`config.mk`:
```
export PLATFORM = sky130hd
export DESIGN_NAME = stopwatch_bcd
export DESIGN_NICKNAME = d
export VERILOG_FILES = /design/src/rtl/stopwatch_bcd.sv
export SDC_FILE = /design/constraint.sdc
export NUM_CORES = 1
export LEC_CHECK = 0
export ABC_AREA = 1
export CAP_MARGIN = 0
export CORE_MARGIN = 2
export CORE_UTILIZATION = 45
export DETAILED_ROUTE_END_ITERATION = 8
export GPL_TIMING_DRIVEN = 1
export PLACE_DENSITY = 0.71
export SYNTH_ARGS = -nofsm -noshare
export SYNTH_HDL_FRONTEND = slang
export SYNTH_SLANG_ARGS = --single-unit
```
`constraint.sdc`:
```
create_clock -name clk100MHZ -period 2.1 [get_ports clk100MHZ]
set_input_delay 0.525 -clock clk100MHZ [delete_from_list [all_inputs] [get_ports clk100MHZ]]
set_output_delay 0.525 -clock clk100MHZ [all_outputs]
set_load 0.01 [all_outputs]
```
`src/rtl/stopwatch_bcd.sv`:
```
// ============================================================================
// stopwatch_bcd
// ----------------------------------------------------------------------------
// Eight-digit BCD stopwatch (HH:MM:SS.cc). A prescaler divides clk100MHZ down
// to a centisecond tick. Each tick advances a BCD digit chain that runs from
// 00:00:00.00 to 99:59:59.99 and then wraps. The digit outputs feed an
// eight-digit dynamic-scan display stage directly.
//
// Optional feature macro: STOPWATCH_LAP_EN
//   When it is defined, a lap pulse freezes the displayed digits while the
//   live count keeps running. When it is undefined, lap is ignored,
//   lap_active is tied low and no display register is built.
//
// Parameters
//   TICK_DIV    clock cycles per centisecond tick (>= 2)
//
// Ports
//   clk100MHZ   in   system clock, rising edge
//   rst         in   asynchronous active-high reset
//   start_stop  in   single-cycle pulse, toggles run/stop
//   clear       in   single-cycle pulse, zeroes the count when not running
//   lap         in   single-cycle pulse, toggles lap freeze
//   power_led   out  display enable, 1 whenever not in reset
//   dig0..dig7  out  [3:0] BCD digit, [7:4] always 0
//                    dig0/1 = cs units/tens, dig2/3 = s, dig4/5 = min,
//                    dig6/7 = hours
//   running     out  1 while counting
//   lap_active  out  1 while the displayed digits are frozen
//   ovf         out  sticky flag, set on the wrap to 00:00:00.00
// ============================================================================
module stopwatch_bcd #(
    parameter int unsigned TICK_DIV = 1000000
) (
    input  logic       clk100MHZ,
    input  logic       rst,
    input  logic       start_stop,
    input  logic       clear,
    input  logic       lap,
    output logic       power_led,
    output logic [7:0] dig0,
    output logic [7:0] dig1,
    output logic [7:0] dig2,
    output logic [7:0] dig3,
    output logic [7:0] dig4,
    output logic [7:0] dig5,
    output logic [7:0] dig6,
    output logic [7:0] dig7,
    output logic       running,
    output logic       lap_active,
    output logic       ovf
);

    localparam int unsigned    PW        = $clog2(TICK_DIV);
    localparam logic [PW-1:0]  TICK_LAST = PW'(TICK_DIV - 1);

    // Wrap value of each digit, index 0 = centisecond units.
    localparam logic [7:0][3:0] DIG_MAX = {4'd9, 4'd9, 4'd5, 4'd9,
                                           4'd5, 4'd9, 4'd9, 4'd9};

    typedef enum logic [1:0] {
        S_IDLE = 2'd0,
        S_RUN  = 2'd1,
        S_STOP = 2'd2
    } state_t;

    state_t          state_q, state_d;
    logic [PW-1:0]   presc_q, presc_d;
    logic [7:0][3:0] cnt_q,   cnt_d;
    logic            ovf_q,   ovf_d;
    logic            power_led_q;

    logic            clear_ok;   // clear is honoured only outside RUN
    logic            tick;
    logic            carry;
    logic [7:0][3:0] disp;

    // ------------------------------------------------------------------------
    // Next-state, prescaler and BCD chain
    // ------------------------------------------------------------------------
    // NOTE: every signal written in always_comb gets a default before any
    // branch. A path that leaves it unassigned would infer a latch.
    always_comb begin
        clear_ok = clear && (state_q != S_RUN);
        tick     = (state_q == S_RUN) && (presc_q == TICK_LAST);

        state_d = state_q;
        unique case (state_q)
            S_IDLE:  if (start_stop && !clear) state_d = S_RUN;
            S_RUN:   if (start_stop)           state_d = S_STOP;
            S_STOP:  if (clear)                state_d = S_IDLE;
                     else if (start_stop)      state_d = S_RUN;
            default:                           state_d = S_IDLE;
        endcase

        // The prescaler is held outside RUN, so a pause keeps the partial
        // centisecond. Going back to IDLE discards it.
        presc_d = presc_q;
        if (clear_ok)
            presc_d = '0;
        else if (state_q == S_RUN)
            presc_d = tick ? '0 : presc_q + PW'(1);

        // Ripple the carry up the digit chain. A carry that leaves the top
        // digit means the wrap from 99:59:59.99.
        cnt_d = cnt_q;
        carry = 1'b0;
        if (clear_ok) begin
            cnt_d = '0;
        end else if (tick) begin
            carry = 1'b1;
            for (int i = 0; i < 8; i++) begin
                if (carry) begin
                    if (cnt_q[i] == DIG_MAX[i]) begin
                        cnt_d[i] = 4'd0;
                    end else begin
                        cnt_d[i] = cnt_q[i] + 4'd1;
                        carry    = 1'b0;
                    end
                end
            end
        end

        ovf_d = ovf_q;
        if (clear_ok)
            ovf_d = 1'b0;
        else if (carry)
            ovf_d = 1'b1;
    end

    // NOTE: sequential state uses non-blocking assignments only, so every
    // flop samples the pre-edge values regardless of statement order.
    always_ff @(posedge clk100MHZ or posedge rst) begin
        if (rst) begin
            state_q     <= S_IDLE;
            presc_q     <= '0;
            cnt_q       <= '0;
            ovf_q       <= 1'b0;
            power_led_q <= 1'b0;
        end else begin
            state_q     <= state_d;
            presc_q     <= presc_d;
            cnt_q       <= cnt_d;
            ovf_q       <= ovf_d;
            power_led_q <= 1'b1;
        end
    end

`ifdef STOPWATCH_LAP_EN
    // ------------------------------------------------------------------------
    // Lap freeze: capture the count shown at the lap edge, then display the
    // captured value until a second lap pulse or an honoured clear.
    // ------------------------------------------------------------------------
    logic            lap_q, lap_d;
    logic [7:0][3:0] frz_q, frz_d;

    always_comb begin
        lap_d = lap_q;
        frz_d = frz_q;
        if (clear_ok)
            lap_d = 1'b0;
        if (lap) begin
            if (lap_q) begin
                lap_d = 1'b0;
            end else if (state_q == S_RUN) begin
                lap_d = 1'b1;
                frz_d = cnt_q;
            end
        end
    end

    // NOTE: the display register is small and is reset with everything else,
    // so rst gives fully defined outputs even in the middle of a lap.
    always_ff @(posedge clk100MHZ or posedge rst) begin
        if (rst) begin
            lap_q <= 1'b0;
            frz_q <= '0;
        end else begin
            lap_q <= lap_d;
            frz_q <= frz_d;
        end
    end

    assign disp       = lap_q ? frz_q : cnt_q;
    assign lap_active = lap_q;
`else
    logic unused_lap;
    assign unused_lap = lap;
    assign disp       = cnt_q;
    assign lap_active = 1'b0;
`endif

    // Outputs are decoded from flops only. No input reaches them
    // combinationally.
    assign power_led = power_led_q;
    assign running   = (state_q == S_RUN);
    assign ovf       = ovf_q;

    assign dig0 = {4'b0000, disp[0]};
    assign dig1 = {4'b0000, disp[1]};
    assign dig2 = {4'b0000, disp[2]};
    assign dig3 = {4'b0000, disp[3]};
    assign dig4 = {4'b0000, disp[4]};
    assign dig5 = {4'b0000, disp[5]};
    assign dig6 = {4'b0000, disp[6]};
    assign dig7 = {4'b0000, disp[7]};

endmodule

```
# ---- Word level (Yosys, flattened, before mapping)
# Index checks and enable logic that the tools add are counted.
dict set report totals {
  reg_bits 56
  latch_bits 0
  mem_bits_rw 0
  mem_bits_ro 0
  input_bits 5
  word_cells 117
  mem_count 0
}
dict set report classes {
  addsub 9
  mul 0
  div_mod_pow 0
  magnitude_cmp 0
  eq_ne 15
  shifts 0
  muxes 58
  bitwise_logic 0
  n_reduce_logical 23
}
# operator count
set ops {}
lappend ops {{$mux W32} 2}
lappend ops {{$mux W20} 3}
lappend ops {{$mux W4} 15}
lappend ops {{$mux W1} 33}
lappend ops {{$add A4 B1 Y4 const B} 8}
lappend ops {{$eq A4 B4 Y1 const B} 6}
lappend ops {{$add A20 B1 Y20 const B} 1}
lappend ops {{$eq A20 B20 Y1 const B} 1}
lappend ops {{$reduce_bool A2 Y1} 10}
lappend ops {{$reduce_and A2 Y1} 7}
lappend ops {{$eq A4 B3 Y1 const B} 2}
lappend ops {{$mux W2} 4}
lappend ops {{$pmux W2 S3} 1}
lappend ops {{$ne A2 B2 Y1 const B} 2}
lappend ops {{$logic_and A1 B1 Y1} 3}
lappend ops {{$ne A3 B3 Y1 const B} 1}
lappend ops {{$reduce_and A3 Y1} 1}
lappend ops {{$eq A2 B1 Y1 const B} 1}
lappend ops {{$eq A2 B2 Y1 const B} 1}
lappend ops {{$logic_not A2 Y1} 1}
lappend ops {{$ne A2 B1 Y1 const B} 1}
lappend ops {{$logic_not A1 Y1} 1}

# ---- Depth between registers and ports, before layout
# Gate-level depths: netlist (run 1).
dict set report depth {
  word_depth 27
  ltp_mapped 11
  depth_no_buf 11
}

# ---- Worst setup path after synthesis (run 1)
# Ideal clock, no wire load.
dict set report synth_timing {
  kind {reg-to-reg}
  from {reg cnt_q, in the netlist dig1[0]}
  to {reg cnt_q, in the netlist dig7[0]}
  arrival_time_ps 1497
  required_time_ps 1983
  path_slack_ps 486
  path_stages_with_launch 11
  path_buffers 0
  period_less_slack_ps 1614
  path_cell_list {dfrtp_1 > ha_1 > nand2_1 > nor2_1 > nand2_1 > nor2_2 > nand4_1 > nand2_2 > nand3_1 > nand2_1 > nand2_1}
}
dict set report synth_between {
  elab_chain_len 22
}
# item line_no
set synth_lines {}
lappend synth_lines {{start, declared} 68} ;# logic [7:0][3:0] cnt_q, cnt_d;
lappend synth_lines {{start signal, assigned} 142} ;# cnt_q <= cnt_d;
lappend synth_lines {{$eq A4 B4 Y1} 113} ;# if (cnt_q[i] == DIG_MAX[i]) begin
lappend synth_lines {{$mux W1} 113}
lappend synth_lines {{$mux W1} 112} ;# if (carry) begin
lappend synth_lines {{$mux W1} 109} ;# end else if (tick) begin
lappend synth_lines {{$mux W1} 107} ;# if (clear_ok) begin
lappend synth_lines {{$mux W1} 112}
lappend synth_lines {{$mux W1} 109}
lappend synth_lines {{$mux W1} 107}
lappend synth_lines {{[... 6 more ...]} n/a}
lappend synth_lines {{$mux W1} 112}
lappend synth_lines {{$mux W1} 109}
lappend synth_lines {{$mux W1} 107}
lappend synth_lines {{$mux W1} 112}
lappend synth_lines {{$mux W1} 109}
lappend synth_lines {{$mux W1} 107}
lappend synth_lines {{$reduce_bool A2 Y1 (no source line)} n/a}
lappend synth_lines {{$reduce_and A2 Y1 (no source line)} n/a}
# Every way passes these cells. The select of a mux whose other input is x is not followed.
# A chain may end at the register's enable or synchronous reset.

# ---- Worst setup path after layout (run 1)
dict set report layout_timing {
  from {reg state_q[1]}
  to {out running}
}
dict set report layout_between {
  elab_chain_len 1
}
# item line_no
set layout_lines {}
lappend layout_lines {{start, declared} 66} ;# state_t state_q, state_d;
lappend layout_lines {{start signal, assigned} 140} ;# state_q <= state_d;
lappend layout_lines {{$eq A2 B1 Y1} 195} ;# assign running = (state_q == S_RUN);
lappend layout_lines {{end, declared} 48} ;# output logic running,
# Every way passes these cells.

==> flow_summary.yaml, run 1 <==
routing:
  average_routed_wire_per_standard_cell_um: 11.56
  ant_nets: 0
  route.detailed.vias_per_inst: 4.768
  routed_wl_um: 7029
  drc: 0
  detail_route.iter0.violations: 148
  dr_total_vias: 2899
  dr.pass1.iters: 5
timing:
  post-route-min-period_ps: 2020
  final_min_period_over_clock_period_pct: 96.21
  achievable-frequency_mhz: 495.0
  fin_skew_ps: 6.077
  fin_setup_tns_ps: 0
  finalHoldViolations: 0
  timing.final.setup_violations: 0
  number_of_pins_exceeding_their_max_slew_limit_in_the_final_report: 0
  rsz0062_at_grt: "no"
worst_setup_path:
  critical-path-max-stage-delay_ps: 550
  critPathMostFrequentCell: "sky130_fd_sc_hd__inv_2"
  timing.critical_path.to_type: "output pin"
  arrival_time_at_the_worst_endpoint_ps: 1500
  crit_path_max_fanout: 5
  critical_path.startpoint_type: "flop"
  required_time_of_the_critical_path_ps: 1570
  regToRegEndpoint: "dig7[1]"
  cp_cell_sequence: "inv_2 > nand2_2 > inv_2 > clkdlybuf4s50_1"
  worst_path_dominant_cell_family: "buffers and inverters"
  critPathBufInv: 3
  regToRegStartpoint: "dig1[1]"
  r2r_setup_slk_ps: 250
  timing_worst_setup_path_type: "reg -> out"
  cp.depth: 4
  crit_path_top_delay_cell: "sky130_fd_sc_hd__clkdlybuf4s50_1"
  reg2reg_depth: 11
cells_and_area:
  synthesis_to_finish_area_growth_pct: 15.92
  final_util_pct: 53.89
  share_of_final_layout_standard_cells_stronger_than_drive_strength_1_pct: 11.86
  n_antenna_cell: 0
  design.final.nets: 527
placement:
  final_hpwl_from_detailed_placement_um: 5271
  port-buffer-count: 38
  gp_congestion: 0.8769
clocking:
  cts_made_buffers: 5
  path_clk_slew_ps: 100
  htree_levels: 2
  clock_path_buffers: 2
  clk_root_buffer_cell: "sky130_fd_sc_hd__clkbuf_8"
  postCtsResizedCells: 0
  ctsHoldBuffers: 0
  insertion_delay_ps: 310
  cts_post_setup_buffers_inserted: 0
  clock_sinks: 56
  cts_tree: "built"
power:
  p_leak_nw: 1.973
  max-vdd-ir-drop_mv: 0.5885
  power-per-cell-area_nw_per_um2: 797.4
yosys:
  mean_post_synth_cell_area_sq_um: 7.965
  netlist_cell_types: 33
  post_synth_inst_count: 451
  post-synth-top-area-cell: "sky130_fd_sc_hd__dfrtp_1"
  ys_seq_area_share_pct: 39.01
  yosysMostFrequentCell: "sky130_fd_sc_hd__nand2_1"
  synthesis.yosys.warnings: 0
  synthFlopType: "sky130_fd_sc_hd__dfrtp_1"
  synth_area_sq_um: 3592
  synth_seq_cells: 56
  synth_common_cells: "sky130_fd_sc_hd__nand2_1, sky130_fd_sc_hd__dfrtp_1, sky130_fd_sc_hd__nor2_1"
  synth_area_leaders: "sky130_fd_sc_hd__dfrtp_1, sky130_fd_sc_hd__nand2_1, sky130_fd_sc_hd__buf_4"
  post-synth-top-area-fraction_pct: 39.01
  post_synth_edffs: 0
  async_set_or_reset_register_ratio_after_synthesis_pct: 100.0
die:
  initial_utilization_pct: 46.49
  dieHeight_um: 93.35
  rows: 32
  dieWidth_um: 93.35
  core_sq_um: 7727
  die_area_sq_um: 8713
  pin_count: 73
grt:
  track_usage_pct: 16.96
  number_of_antenna_violations_at_the_first_check_in_global_routing: 0
  global_route_wire_length_before_repair_um: 12210
  grt_max_degree: 57
  grt_remaining_overflow: 0
  grt_pass1_vias: 2811
run_status:
  run_status: "complete, no violations"
worst_hold_path:
  min-delay-start: "state_q[1]"
  hp-class: "reg -> reg"
  whs_path_depth: 2
  hold_path_sink: "state_q[1]"
job:
  max_cap_violation_count: 0
[tightest hold or removal path: stages (launching register included)]
cell                      delay [ps]
sky130_fd_sc_hd__dfrtp_1         380
sky130_fd_sc_hd__inv_2            60
sky130_fd_sc_hd__a21oi_1          50
[power breakdown]
| group | switching (W) | internal (W) | leakage (nW) |
|---|---|---|---|
| clock | 0.000352 | 0.000355 | 0.0552 |
| combinational | 0.000531 | 0.000568 | 1.16 |
| sequential | 0.000261 | 0.00125 | 0.758 |
| total | 0.00114 | 0.00218 | 1.97 |
[how the worst max path moves through the flow]
stage               start       to  slack [ps]
3_3_place_gp        clear  dig2[1]          60
6_report       state_q[1]  running          80
5_1_grt        state_q[1]  running          20
3_5_place_dp        clear  dig4[1]          40
2_1_floorplan         rst  dig0[0]         200
4_1_cts        state_q[1]  running          70
[cells by family after synthesis]
| logic type | synth area share [%] |
|---|---|
| simple gates | 30.72 |
| buf+inv | 12.85 |
| flops | 39.01 |
| compound gates | 6.409 |
| xor+xnor | 4.876 |
| fa+ha+maj | 5.921 |
| other cells | 0.2091 |
[final cells by class]
class / count / area, sq um
Multi-Input combinational cell: 345 / 1849
Inverter: 42 / 157.7
Fill cell: 717 / 3563
Timing Repair Buffer: 55 / 520.5
Clock buffer: 6 / 72.57
Sequential cell: 56 / 1401
Clock inverter: 2 / 35.03
Tap cell: 102 / 127.6
[routing by layer]
layer,GRT usage (%),wire length (um),up-vias
li1,-,-,1495
met1,22.66,3386,1339
met2,28.54,3378,57
met3,2.901,202,8
met4,4.534,62,0
met5,0,0,-
[flip-flops by register name, indices dropped and copies added (netlist names), 2 cells and up]
register	cells
dig3	4
dig1	4
dig7	4
state_q	2
dig4	4
presc_q	20
dig5	4
dig2	4
dig6	4
dig0	4
[cell usage in the layout, fill, tap and decap left out]
master	count
sky130_fd_sc_hd__clkdlybuf4s50_1	38
sky130_fd_sc_hd__and3_1	1
sky130_fd_sc_hd__nor2_1	47
sky130_fd_sc_hd__nand3_4	1
sky130_fd_sc_hd__buf_12	1
sky130_fd_sc_hd__o21ai_2	3
sky130_fd_sc_hd__buf_4	16
sky130_fd_sc_hd__a21oi_1	9
sky130_fd_sc_hd__nand2_8	1
sky130_fd_sc_hd__clkinv_2	1
sky130_fd_sc_hd__inv_2	5
sky130_fd_sc_hd__bufinv_16	1
sky130_fd_sc_hd__nand2_2	7
sky130_fd_sc_hd__clkbuf_1	1
sky130_fd_sc_hd__nand3b_4	1
sky130_fd_sc_hd__clkbuf_8	5
sky130_fd_sc_hd__o21ai_1	7
sky130_fd_sc_hd__xor2_1	15
sky130_fd_sc_hd__o21a_1	1
sky130_fd_sc_hd__xnor2_1	5
sky130_fd_sc_hd__inv_1	37
sky130_fd_sc_hd__or2_2	9
sky130_fd_sc_hd__o21ai_0	15
sky130_fd_sc_hd__nand2b_1	1
sky130_fd_sc_hd__nand3b_1	2
sky130_fd_sc_hd__dfrtp_1	56
sky130_fd_sc_hd__nor2_2	7
sky130_fd_sc_hd__conb_1	34
sky130_fd_sc_hd__nor3_1	11
sky130_fd_sc_hd__a21o_1	1
sky130_fd_sc_hd__a31oi_1	3
sky130_fd_sc_hd__nand4_1	14
sky130_fd_sc_hd__nand2_1	90
sky130_fd_sc_hd__o31ai_1	2
sky130_fd_sc_hd__nand3_1	39
sky130_fd_sc_hd__nor2_4	2
sky130_fd_sc_hd__ha_1	17
[per-stage QoR]
step,setup WS [ps],cell area (sq um),hold WS (ps),total power [W],instances
after floorplan,203.7,3712,494.2,0.002180,483
after global placement,55.26,4056,504.9,0.002589,600
after detailed placement,37.05,4056,508.9,0.002643,600
after CTS,65.32,4164,528.6,0.003358,608
after global routing,15.51,4164,558.0,0.003563,608
final,79.63,4164,529.1,0.003320,608
Note: power is estimated with default switching activity, not from simulation.
==> run 2: changes to the inputs <==
--- a/config.mk
+++ b/config.mk
@@ -9,9 +9,10 @@
 export CAP_MARGIN = 0
 export CORE_MARGIN = 2
 export CORE_UTILIZATION = 45
+export CTS_CLUSTER_DIAMETER = 60
 export DETAILED_ROUTE_END_ITERATION = 8
 export GPL_TIMING_DRIVEN = 1
-export PLACE_DENSITY = 0.71
+export PLACE_DENSITY = 0.68
 export SYNTH_ARGS = -nofsm -noshare
 export SYNTH_HDL_FRONTEND = slang
 export SYNTH_SLANG_ARGS = --single-unit
==> run 2 against run 1 <==
Sequential share of layout area is 0.61 points higher. Setup slack gained 7.0 ps. Via count rose by 1.2%. Global-route usage grew 0.060 points. Cell count is 1.5% lower. Critical path depth unchanged. Register-to-register slack barely moved. Clock skew grew 3.6 ps. Combinational power barely moved. Cell area down 1.7%. Sequential power is essentially flat. First-iteration DRC count is 16% higher. Critical path type unchanged.
==> flow_summary.yaml, run 2 (synthesized netlist as in run 1, its figures left out) <==
clocking:
  insertion_delay_ps: 310
  clk_root_buffer_cell: "sky130_fd_sc_hd__clkbuf_8"
  ctsHoldBuffers: 0
  cts_post_setup_buffers_inserted: 0
  path_clk_slew_ps: 100
  clock_sinks: 56
  cts_made_buffers: 5
  htree_levels: 2
  clock_path_buffers: 2
  cts_tree: "built"
routing:
  drc: 0
  wl_met2_um: 3405
  met1_length_um: 3269
  dr_wl_met3_um: 317
  detail_route.iter0.violations: 172
  average_routed_wire_per_standard_cell_um: 11.80
  route.detailed.vias_per_inst: 4.896
  dr.pass1.iters: 5
  routed_wl_um: 7068
  ant_nets: 0
  dr_total_vias: 2933
  maxUsedRoutingLayer: "met4"
placement:
  pre_cts_ws_ps: 4.045
  port-buffer-count: 38
  final_hpwl_from_detailed_placement_um: 5317
  gp_congestion: 0.8393
  dp_cells: 592
cells_and_area:
  largest_reg_flops: 20
  final_cells: 599
  share_of_final_layout_standard_cells_stronger_than_drive_strength_1_pct: 10.66
  synthesis_to_finish_area_growth_pct: 13.97
  layout.cells.most_common_list: "sky130_fd_sc_hd__nand2_1, sky130_fd_sc_hd__dfrtp_1, sky130_fd_sc_hd__nor2_1, sky130_fd_sc_hd__nand3_1, sky130_fd_sc_hd__clkdlybuf4s50_1"
  max_flop_register: "presc_q"
  design.final.nets: 519
  layout_commonest_cell: "sky130_fd_sc_hd__nand2_1"
  n_antenna_cell: 0
timing:
  final_min_period_over_clock_period_pct: 95.87
  timing.final.setup_violations: 0
  post-route-min-period_ps: 2013
  rsz0062_at_grt: "no"
  fin_skew_ps: 9.665
  number_of_pins_exceeding_their_max_slew_limit_in_the_final_report: 0
  worst_slack_ps: 86.66
  fin_setup_tns_ps: 0
  finalHoldViolations: 0
  achievable-frequency_mhz: 496.7
worst_setup_path:
  timing.critical_path.to_type: "output pin"
  critical_path.startpoint_type: "flop"
  cp_cell_sequence: "inv_2 > nand2_2 > inv_2 > clkdlybuf4s50_1"
  crit_path_top_delay_cell: "sky130_fd_sc_hd__clkdlybuf4s50_1"
  critPathBufInv: 3
  crit_path_max_fanout: 5
  arrival_time_at_the_worst_endpoint_ps: 1490
  critPathMostFrequentCell: "sky130_fd_sc_hd__inv_2"
  timing_worst_setup_path_type: "reg -> out"
  required_time_of_the_critical_path_ps: 1570
  critical-path-max-stage-delay_ps: 540
  worst_path_dominant_cell_family: "buffers and inverters"
job:
  max_cap_violation_count: 0
grt:
  grt_pass1_vias: 2714
  track_usage_pct: 17.02
  grt_max_degree: 57
  grt_remaining_overflow: 0
  global_route_wire_length_before_repair_um: 12050
  number_of_antenna_violations_at_the_first_check_in_global_routing: 0
die:
  dieHeight_um: 93.35
  initial_utilization_pct: 46.49
  pin_count: 73
  dieWidth_um: 93.35
  die_area_sq_um: 8713
  rows: 32
  core_sq_um: 7727
run_status:
  run_status: "complete, no violations"
worst_hold_path:
  hp-class: "reg -> reg"
power:
  max-vdd-ir-drop_mv: 0.5858
  power-per-cell-area_nw_per_um2: 789.1
  p_leak_nw: 1.928
## run 2: cell type report
| class | instances | area [sq um] |
|---|---|---|
| fillers | 764 | 3633 |
| flip-flops and latches | 56 | 1403 |
| inverters | 42 | 157.7 |
| well taps | 102 | 127.6 |
| clock buffers | 7 | 96.34 |
| repair buffers | 47 | 460.4 |
| multi-input cells | 345 | 1849 |
## run 2: routing by layer
layer  global-route usage (%)  up-vias
li1                         -     1482
met1                    22.87     1366
met2                    28.18       75
met3                    3.223       10
met4                    4.657        0
met5                        0        -
## run 2: power by group
group          leakage (nW)  switching, W  total [W]  internal [W]
Sequential            0.757      0.000268    0.00152       0.00126
Combinational          1.12      0.000519    0.00107      0.000549
Clock                0.0503      0.000344   0.000639      0.000295
Total                  1.93       0.00113    0.00323       0.00210
## run 2: final timing paths
check                           startpoint    endpoint  slack [ps]  depth (start not counted)
worst max-delay path            state_q[1]     running          90                          4
worst min-delay path            state_q[1]  state_q[1]         530                          2
worst max register to register     dig1[1]     dig7[1]         240                         11
worst min register to register  state_q[1]  state_q[1]         530                          2
max in group asynchronous              rst     dig0[0]        1260                          3
min in group asynchronous              rst     dig3[0]         550                          3
## run 2: worst min-delay path, delay by kind of cell, from the launching register on
| kind | cells | cell delay [ps] |
|---|---|---|
| buf+inv | 1 | 60 |
| compound gates | 1 | 50 |
| flops | 1 | 390 |
## run 2: metrics by stage
stage | instance area (sq um) | util (%) | hold WS, ps | power (W)
after global routing | 4094 | 52.98 | 554.0 | 0.003476
after CTS | 4093 | 52.96 | 530.5 | 0.003259
after floorplan | 3712 | - | 494.2 | 0.002180
after detailed placement | 3996 | 51.72 | 514.4 | 0.002614
after global placement | 3996 | 51.72 | 507.7 | 0.002573
final | 4094 | 52.98 | 525.3 | 0.003230
## run 2: repair_timing
| action | CTS | global route |
|---|---|---|
| resized for setup | 0 | 1 |
| hold endpoints to repair | 0 | 0 |
| setup endpoints to repair | 0 | 1 |
